File: config.mk
export PLATFORM = sky130hd
export DESIGN_NAME = bcd_conv_sched
export DESIGN_NICKNAME = d
export VERILOG_FILES = /design/src/rtl/bcd_conv_sched_pkg.sv /design/src/rtl/bcd_conv_sched_arb.sv /design/src/rtl/bcd_conv_sched.sv
export SDC_FILE = /design/constraint.sdc
export NUM_CORES = 1
export LEC_CHECK = 0
export CORE_MARGIN = 2
export CORE_UTILIZATION = 44
export CTS_CLUSTER_DIAMETER = 200
export DETAILED_ROUTE_END_ITERATION = 8
export PLACE_DENSITY = 0.83
export SYNTH_ARGS = -nofsm -noshare
export SYNTH_HDL_FRONTEND = slang
export SYNTH_HIERARCHICAL = 1
export SYNTH_SLANG_ARGS = --single-unit
export TNS_END_PERCENT = 30
File: constraint.sdc
create_clock -name clk -period 3.75 [get_ports clk]
set_input_delay 0.75 -clock clk [delete_from_list [all_inputs] [get_ports clk]]
set_output_delay 0.75 -clock clk [all_outputs]
set_load 0.1 [all_outputs]
File: src/rtl/bcd_conv_sched_pkg.sv
// Shared constants for the round-robin binary-to-BCD converter.
// State encoding and datapath widths live here.
package bcd_conv_sched_pkg;

  localparam int NREQ_DEF = 4;
  localparam int BIN_W    = 5;
  localparam int DIGIT_W  = 4;
  localparam int ITER     = 5;

  localparam logic [1:0] S_IDLE = 2'd0;
  localparam logic [1:0] S_CONV = 2'd1;
  localparam logic [1:0] S_DONE = 2'd2;

endpackage

File: src/rtl/bcd_conv_sched_arb.sv
// Round-robin arbiter: first request at or above ptr_i, with wrap.
// Output is one-hot, or zero when nothing requests.
module rr_arbiter #(
  parameter int N  = 4,
  parameter int IW = $clog2(N)
) (
  input  logic [N-1:0]  req_i,
  input  logic [IW-1:0] ptr_i,
  output logic [N-1:0]  gnt_o
);

  logic [IW-1:0] idx;
  logic          found;

  always_comb begin
    gnt_o = '0;
    found = 1'b0;
    idx   = '0;
    for (int i = 0; i < N; i++) begin
      idx = IW'((int'(ptr_i) + i) % N);
      if (!found && req_i[idx]) begin
        gnt_o[idx] = 1'b1;
        found      = 1'b1;
      end
    end
  end

endmodule

File: src/rtl/bcd_conv_sched.sv
// Multi-requester 5-bit binary to 2-digit BCD converter.
// One request at a time, double-dabble over five cycles.
module bcd_conv_sched
  import bcd_conv_sched_pkg::*;
#(
  parameter int NREQ = NREQ_DEF,
  parameter int IW   = $clog2(NREQ)
) (
  input  logic                    clk,
  input  logic                    rst_n,
  input  logic [NREQ-1:0]         req_val,
  output logic [NREQ-1:0]         req_rdy,
  input  logic [NREQ*BIN_W-1:0]   req_data,
  output logic                    resp_val,
  input  logic                    resp_rdy,
  output logic [IW-1:0]           resp_id,
  output logic [DIGIT_W-1:0]      resp_tens,
  output logic [DIGIT_W-1:0]      resp_ones,
  output logic                    busy
);

  logic [1:0]         state_q, state_d;
  logic [IW-1:0]      ptr_q, ptr_d;
  logic [IW-1:0]      id_q, id_d;
  logic [BIN_W-1:0]   bin_q, bin_d;
  logic [DIGIT_W-1:0] tens_q, tens_d;
  logic [DIGIT_W-1:0] ones_q, ones_d;
  logic [2:0]         cnt_q, cnt_d;

  logic [NREQ-1:0]    gnt;
  logic [IW-1:0]      gidx;
  logic [BIN_W-1:0]   sel_data;
  logic [DIGIT_W-1:0] tens_adj, ones_adj;
  logic               accept;

  rr_arbiter #(
    .N  (NREQ),
    .IW (IW)
  ) u_arb (
    .req_i (req_val),
    .ptr_i (ptr_q),
    .gnt_o (gnt)
  );

  // Held low under reset so nothing looks accepted while rst_n is asserted
  assign req_rdy = (rst_n && state_q == S_IDLE) ? gnt : '0;
  assign accept  = |(req_val & req_rdy);

  always_comb begin
    gidx     = '0;
    sel_data = '0;
    for (int i = 0; i < NREQ; i++) begin
      if (gnt[i]) begin
        gidx     = IW'(i);
        sel_data = req_data[i*BIN_W +: BIN_W];
      end
    end
  end

  assign ones_adj = (ones_q >= 4'd5) ? ones_q + 4'd3 : ones_q;
  assign tens_adj = (tens_q >= 4'd5) ? tens_q + 4'd3 : tens_q;

  always_comb begin
    state_d = state_q;
    ptr_d   = ptr_q;
    id_d    = id_q;
    bin_d   = bin_q;
    tens_d  = tens_q;
    ones_d  = ones_q;
    cnt_d   = cnt_q;
    unique case (1'b1)
      (state_q == S_IDLE): begin
        if (accept) begin
          state_d = S_CONV;
          ptr_d   = (gidx == IW'(NREQ-1)) ? '0 : gidx + 1'b1;
          id_d    = gidx;
          bin_d   = sel_data;
          tens_d  = '0;
          ones_d  = '0;
          cnt_d   = '0;
        end
      end
      (state_q == S_CONV): begin
        {tens_d, ones_d, bin_d} = {tens_adj, ones_adj, bin_q} << 1;
        cnt_d = cnt_q + 3'd1;
        if (cnt_q == 3'(ITER-1)) state_d = S_DONE;
      end
      (state_q == S_DONE): begin
        if (resp_rdy) state_d = S_IDLE;
      end
      default: state_d = S_IDLE;
    endcase
  end

  always_ff @(posedge clk or negedge rst_n) begin
    if (!rst_n) begin
      state_q <= S_IDLE;
      ptr_q   <= '0;
      id_q    <= '0;
      bin_q   <= '0;
      tens_q  <= '0;
      ones_q  <= '0;
      cnt_q   <= '0;
    end else begin
      state_q <= state_d;
      ptr_q   <= ptr_d;
      id_q    <= id_d;
      bin_q   <= bin_d;
      tens_q  <= tens_d;
      ones_q  <= ones_d;
      cnt_q   <= cnt_d;
    end
  end

  assign resp_val  = (state_q == S_DONE);
  assign busy      = (state_q != S_IDLE);
  assign resp_id   = id_q;
  assign resp_tens = tens_q;
  assign resp_ones = ones_q;

endmodule

* After elaboration in Yosys (flattened, before gate mapping)
Cells that the tools add are included.
** Word-level totals
- Register bits :: 22
- Bits of input ports :: 27
- Output and inout bits :: 16
- Word-level logic and storage cells :: 98
** Operators by class
- $add $sub $neg :: 7
- Order comparisons :: 10
- Equality and inequality tests :: 7
- Muxes and demuxes :: 45
- Bitwise operators :: 4
- Reductions and logical operators :: 18
** Operators by type and width (count)
- $mux W4 :: 7
- $mux W5 :: 5
- $pmux W4 S2 :: 2
- $lt A2 B3 Y1 const B :: 4
- $mux W1 :: 12
- $mux W2 :: 6
- $or A4 B4 Y4 :: 3
- $pmux W5 S2 :: 1
- $bmux W1 S2 :: 4
- $demux W1 S2 :: 4
- $ge A2 B1 Y1 const B :: 4
- $ge A4 B3 Y1 const B :: 2
- $logic_and A1 B1 Y1 :: 8
- $mux W3 :: 2
- $pmux W2 S3 :: 1
- $pmux W3 S2 :: 1
- $add A2 B1 Y2 const B :: 2
- $add A2 B2 Y2 const B :: 2
- $add A4 B2 Y4 const B :: 1
- $and A4 B4 Y4 :: 1
- $eq A2 B2 Y1 const B :: 2
- $ne A2 B1 Y1 const B :: 2
- $reduce_and A2 Y1 :: 2
- $reduce_bool A2 Y1 :: 2
- other kinds (9) :: 11

* Depth between registers and ports, before layout
- Depth in word-level cells :: 18
- Mapped depth :: 12

* Hierarchy
Netlist, hierarchy kept.
** By module, submodules not included
- bcd_conv_sched :: instances 1, cells an instance 135, area each 1315.0 sq um, seq. area each 550.5 sq um
- rr_arbiter :: instances 1, cells an instance 36, area each 337.8 sq um, seq. area each 0.0 sq um

* Worst setup path before layout
No wires, ideal clock.
- Path type :: input -> output
- Start point :: input req_val[3]
- End point :: output req_rdy[2]
- Data arrival time :: 2.786 ns
- Data required time :: 3.000 ns
- Path slack :: 0.214 ns
- Cell stages on the path :: 7
- Buffers on the path :: 2
- Path through :: mux4_2 buf_6 nor4b_4 nand2_1 o211ai_1 buf_2 and2_1
** Between the ends
- Cells in the longest elaborated chain, start to end :: 13
- Elaborated cells between the ends (all ways) :: 25
** RTL lines
- from (decl) :: RTL line bcd_conv_sched.sv:11 : input logic [NREQ-1:0] req_val,
- $bmux W1 S2 :: RTL line bcd_conv_sched_arb.sv:21 : if (!found && req_i[idx]) begin
- $mux W1 (implied by the code) :: RTL line bcd_conv_sched_arb.sv:21
- $mux W1 :: RTL line bcd_conv_sched_arb.sv:21
- $logic_not A1 Y1 :: RTL line bcd_conv_sched_arb.sv:21
- $logic_and A1 B1 Y1 :: RTL line bcd_conv_sched_arb.sv:21
- $mux W1 :: RTL line bcd_conv_sched_arb.sv:21
- $logic_not A1 Y1 :: RTL line bcd_conv_sched_arb.sv:21
- $logic_and A1 B1 Y1 :: RTL line bcd_conv_sched_arb.sv:21
- $mux W1 :: RTL line bcd_conv_sched_arb.sv:21
- $logic_not A1 Y1 :: RTL line bcd_conv_sched_arb.sv:21
- $logic_and A1 B1 Y1 :: RTL line bcd_conv_sched_arb.sv:21
- $mux W4 * :: RTL line bcd_conv_sched_arb.sv:21
- named net gnt[2] :: RTL line bcd_conv_sched.sv:30 : logic [NREQ-1:0] gnt;
- $mux W4 * :: RTL line bcd_conv_sched.sv:46 : assign req_rdy = (rst_n && state_q == S_IDLE) ? gnt : '0;
- to (decl) :: RTL line bcd_conv_sched.sv:12 : output logic [NREQ-1:0] req_rdy,
Mark *: on every way through the listed nets, which the timed path passes. The rest lies on a longest branch. The select of a mux whose other input is x is not followed.

* Final worst setup path
- Start point :: input req_val[3]
- End point :: output req_rdy[1]
The elaborated chain is that of the path after synthesis.

==> results_dict.tcl <==
set metrics [dict create \
    finalCritPeriodShare 0.986 \
    yosys_register_bits 22 \
    yosysUniqueCellTypes 37 \
    end_kind "primary output" \
    path_class "in -> out" \
    place.gp.congestion 1.01 \
    clock.fmax_mhz 270 \
    die_x_um 65.3 \
    grt_max_degree 23 \
    synthesis.area_um2 1650 \
    ys_warn_count 6 \
    rows 22 \
    cts_tree "yes" \
    die_area_um2 4260 \
    dr_wl_met2_mm 1.90 \
    cpPeakStageDelay_ns 0.58 \
    gr-total-overflow 0 \
    htreeDepth 1 \
    async_flop_share 1.00 \
    cp-start-kind "input port" \
    layout.nets 261 \
    hold_viol_final 0 \
    syn_to_final_growth_pct 36.6 \
    wl_per_cell_um 14.9 \
    setup_slack_ns 0.0525 \
    worst_pin_slew_ns 0.968 \
    cap_viol_max_count 0 \
    finalSetupTns_ns 0 \
    critPathSlowestCell "mux4_2" \
    stdcell_count 267 \
    post_synth.cell_area_avg_um2 9.67 \
    initial_core_util 0.455 \
    synth_top_area_share 0.333 \
    relSlewSlack 0.353 \
    dr.pass1.iters 4 \
    vias_per_cell 5.57 \
    drtIter0Drc 81 \
    port_buffers 42 \
    fin_crit_ns 3.70 \
    critPathArrivalTime_ns 2.95 \
    final_max_slew_viol_count 0 \
    antenna_found_initial 0 \
    setup_viol 0 \
    synth_nets 211 \
    grt_pass1_vias 1368 \
    cp_max_fo 6 \
    hold_path.class "reg -> reg" \
    synth_area_leader_cell "dfrtp_1" \
    crit_chain "clkdlybuf4s50_1 > mux4_2 > nor4b_4 > nand2_1 > o211ai_1 > and2_4 > buf_12" \
    wl_met1_mm 1.77 \
    clk_latency_ns 0.26 \
    via_count 1486 \
    clockBufferDepth 2 \
    ant_nets 0 \
    ys_top_cells_by_count "dfrtp_1 (22), nand2_1 (20), inv_1 (15)" \
    rsz0062_at_grt "true" \
    grt_util_all_layers 0.195 \
    netlist_top_cells_area "dfrtp_1 (33%), ha_1 (9.8%), nand2_1 (4.5%)" \
    dp.cells 263 \
    drcViolationCount 0 \
    status "finished clean" \
    yosysSeqAreaShare 0.333 \
    core_um2 3630 \
    syn_inst 171 \
    final_layout_size_suffix_gt1_frac 0.160 \
    dp_slack_ns 0.0561 \
    synth_edf_count 0 \
    synth_ff_type "dfrtp_1" \
    grt_pass1_wl_mm 6.33 \
    clkTransAtPathRegs_ns 0.07 \
    ios 43 \
    required_ns 3.00 \
    skew_ns 0.00229 \
    cts-root-buf "clkbuf_8" \
    yosysMostFrequentCell "dfrtp_1" \
    wl_met3_um 250 \
    dr.max_layer_used "met4" \
    drt-total-wl_mm 3.98 \
    cts.sink_count 22 \
    hold_ws_ns 0.509 \
    cts_buffers 3 \
    antenna_cells 0 \
    die_h_um 65.3 \
    dp_hpwl_mm 3.03 \
]
-- kinds of logic (layout without fill, tap and decap cells) --
logic type | count (synthesis) | after routing | synth area share
AND/OR/NAND/NOR | 47 | 47 | 0.152
buffers and inverters | 22 | 70 | 0.0621
adder cells (fa/ha/maj) | 13 | 13 | 0.0984
flip-flops | 22 | 22 | 0.333
multiplexers | 12 | 12 | 0.111
XOR/XNOR | 4 | 4 | 0.0212
AO/OA/AOI/OAI | 51 | 51 | 0.222
-- final timing paths --
path	endpoint	from	slack, ns	cells after the start
min in group asynchronous	state_q[1]	rst_n	0.90	2
hold / removal	resp_ones[0]	bin_q[4]	0.51	2
setup / recovery	req_rdy[1]	req_val[3]	0.05	7
max in group asynchronous	resp_ones[1]	rst_n	2.63	2
setup reg to reg	resp_id[0]	ptr_q[0]	0.43	10
hold reg to reg	resp_ones[0]	bin_q[4]	0.51	2
-- routing by layer --
| layer | up-vias | GRT usage |
|---|---|---|
| met4 | 0 | 0.0547 |
| met1 | 705 | 0.262 |
| met2 | 55 | 0.310 |
| met3 | 6 | 0.0497 |
| li1 | 720 | - |
| met5 | - | 0 |
-- placed cells by master (no fill, tap or decap), types with 5 or more instances in the layout --
cell	instances
mux2_2	5
o21ai_0	6
buf_12	5
a21oi_1	8
o22ai_1	7
clkdlybuf4s50_1	38
inv_1	15
dfrtp_1	22
ha_1	13
nor2_1	7
a32o_1	6
nand2_1	20
o211ai_1	5
buf_4	9
-- final cells by class --
cell class              instances  area [um^2]
fillers                       313         1380
multi-input cells             127         1000
flip-flops and latches         22          551
repair buffers                 52          548
well taps                      48         60.1
inverters                      15         56.3
clock buffers                   3         41.3
-- critical path: cells and delay by family --
family / cells / cell delay (ns)
AO/OA/AOI/OAI: 1 / 0.24
buffers and inverters: 2 / 0.64
multiplexers: 1 / 0.58
AND/OR/NAND/NOR: 3 / 0.73
-- repair_timing --
action / CTS / global route
setup endpoints to repair: 0 / 2
setup buffers: 0 / 1
gates resized for setup: 0 / 1
hold buffers: 0 / 0
-- per-stage QoR --
step           instance area (um^2)   util
6_report                       2260  0.622
3_3_place_gp                   2210  0.607
2_1_floorplan                  1650      -
4_1_cts                        2250  0.619
5_1_grt                        2260  0.622
3_5_place_dp                   2210  0.607
-- registers in the layout, indices dropped and copies added, names as in the netlist --
name / flops
bin_q: 5
resp_ones: 4
state_q: 2
resp_id: 2
ptr_q: 2
resp_tens: 4
cnt_q: 3
Power is left out: the tool's default activity adds up to more than one toggle a clock period on the data nets, which glitch-free logic cannot reach.
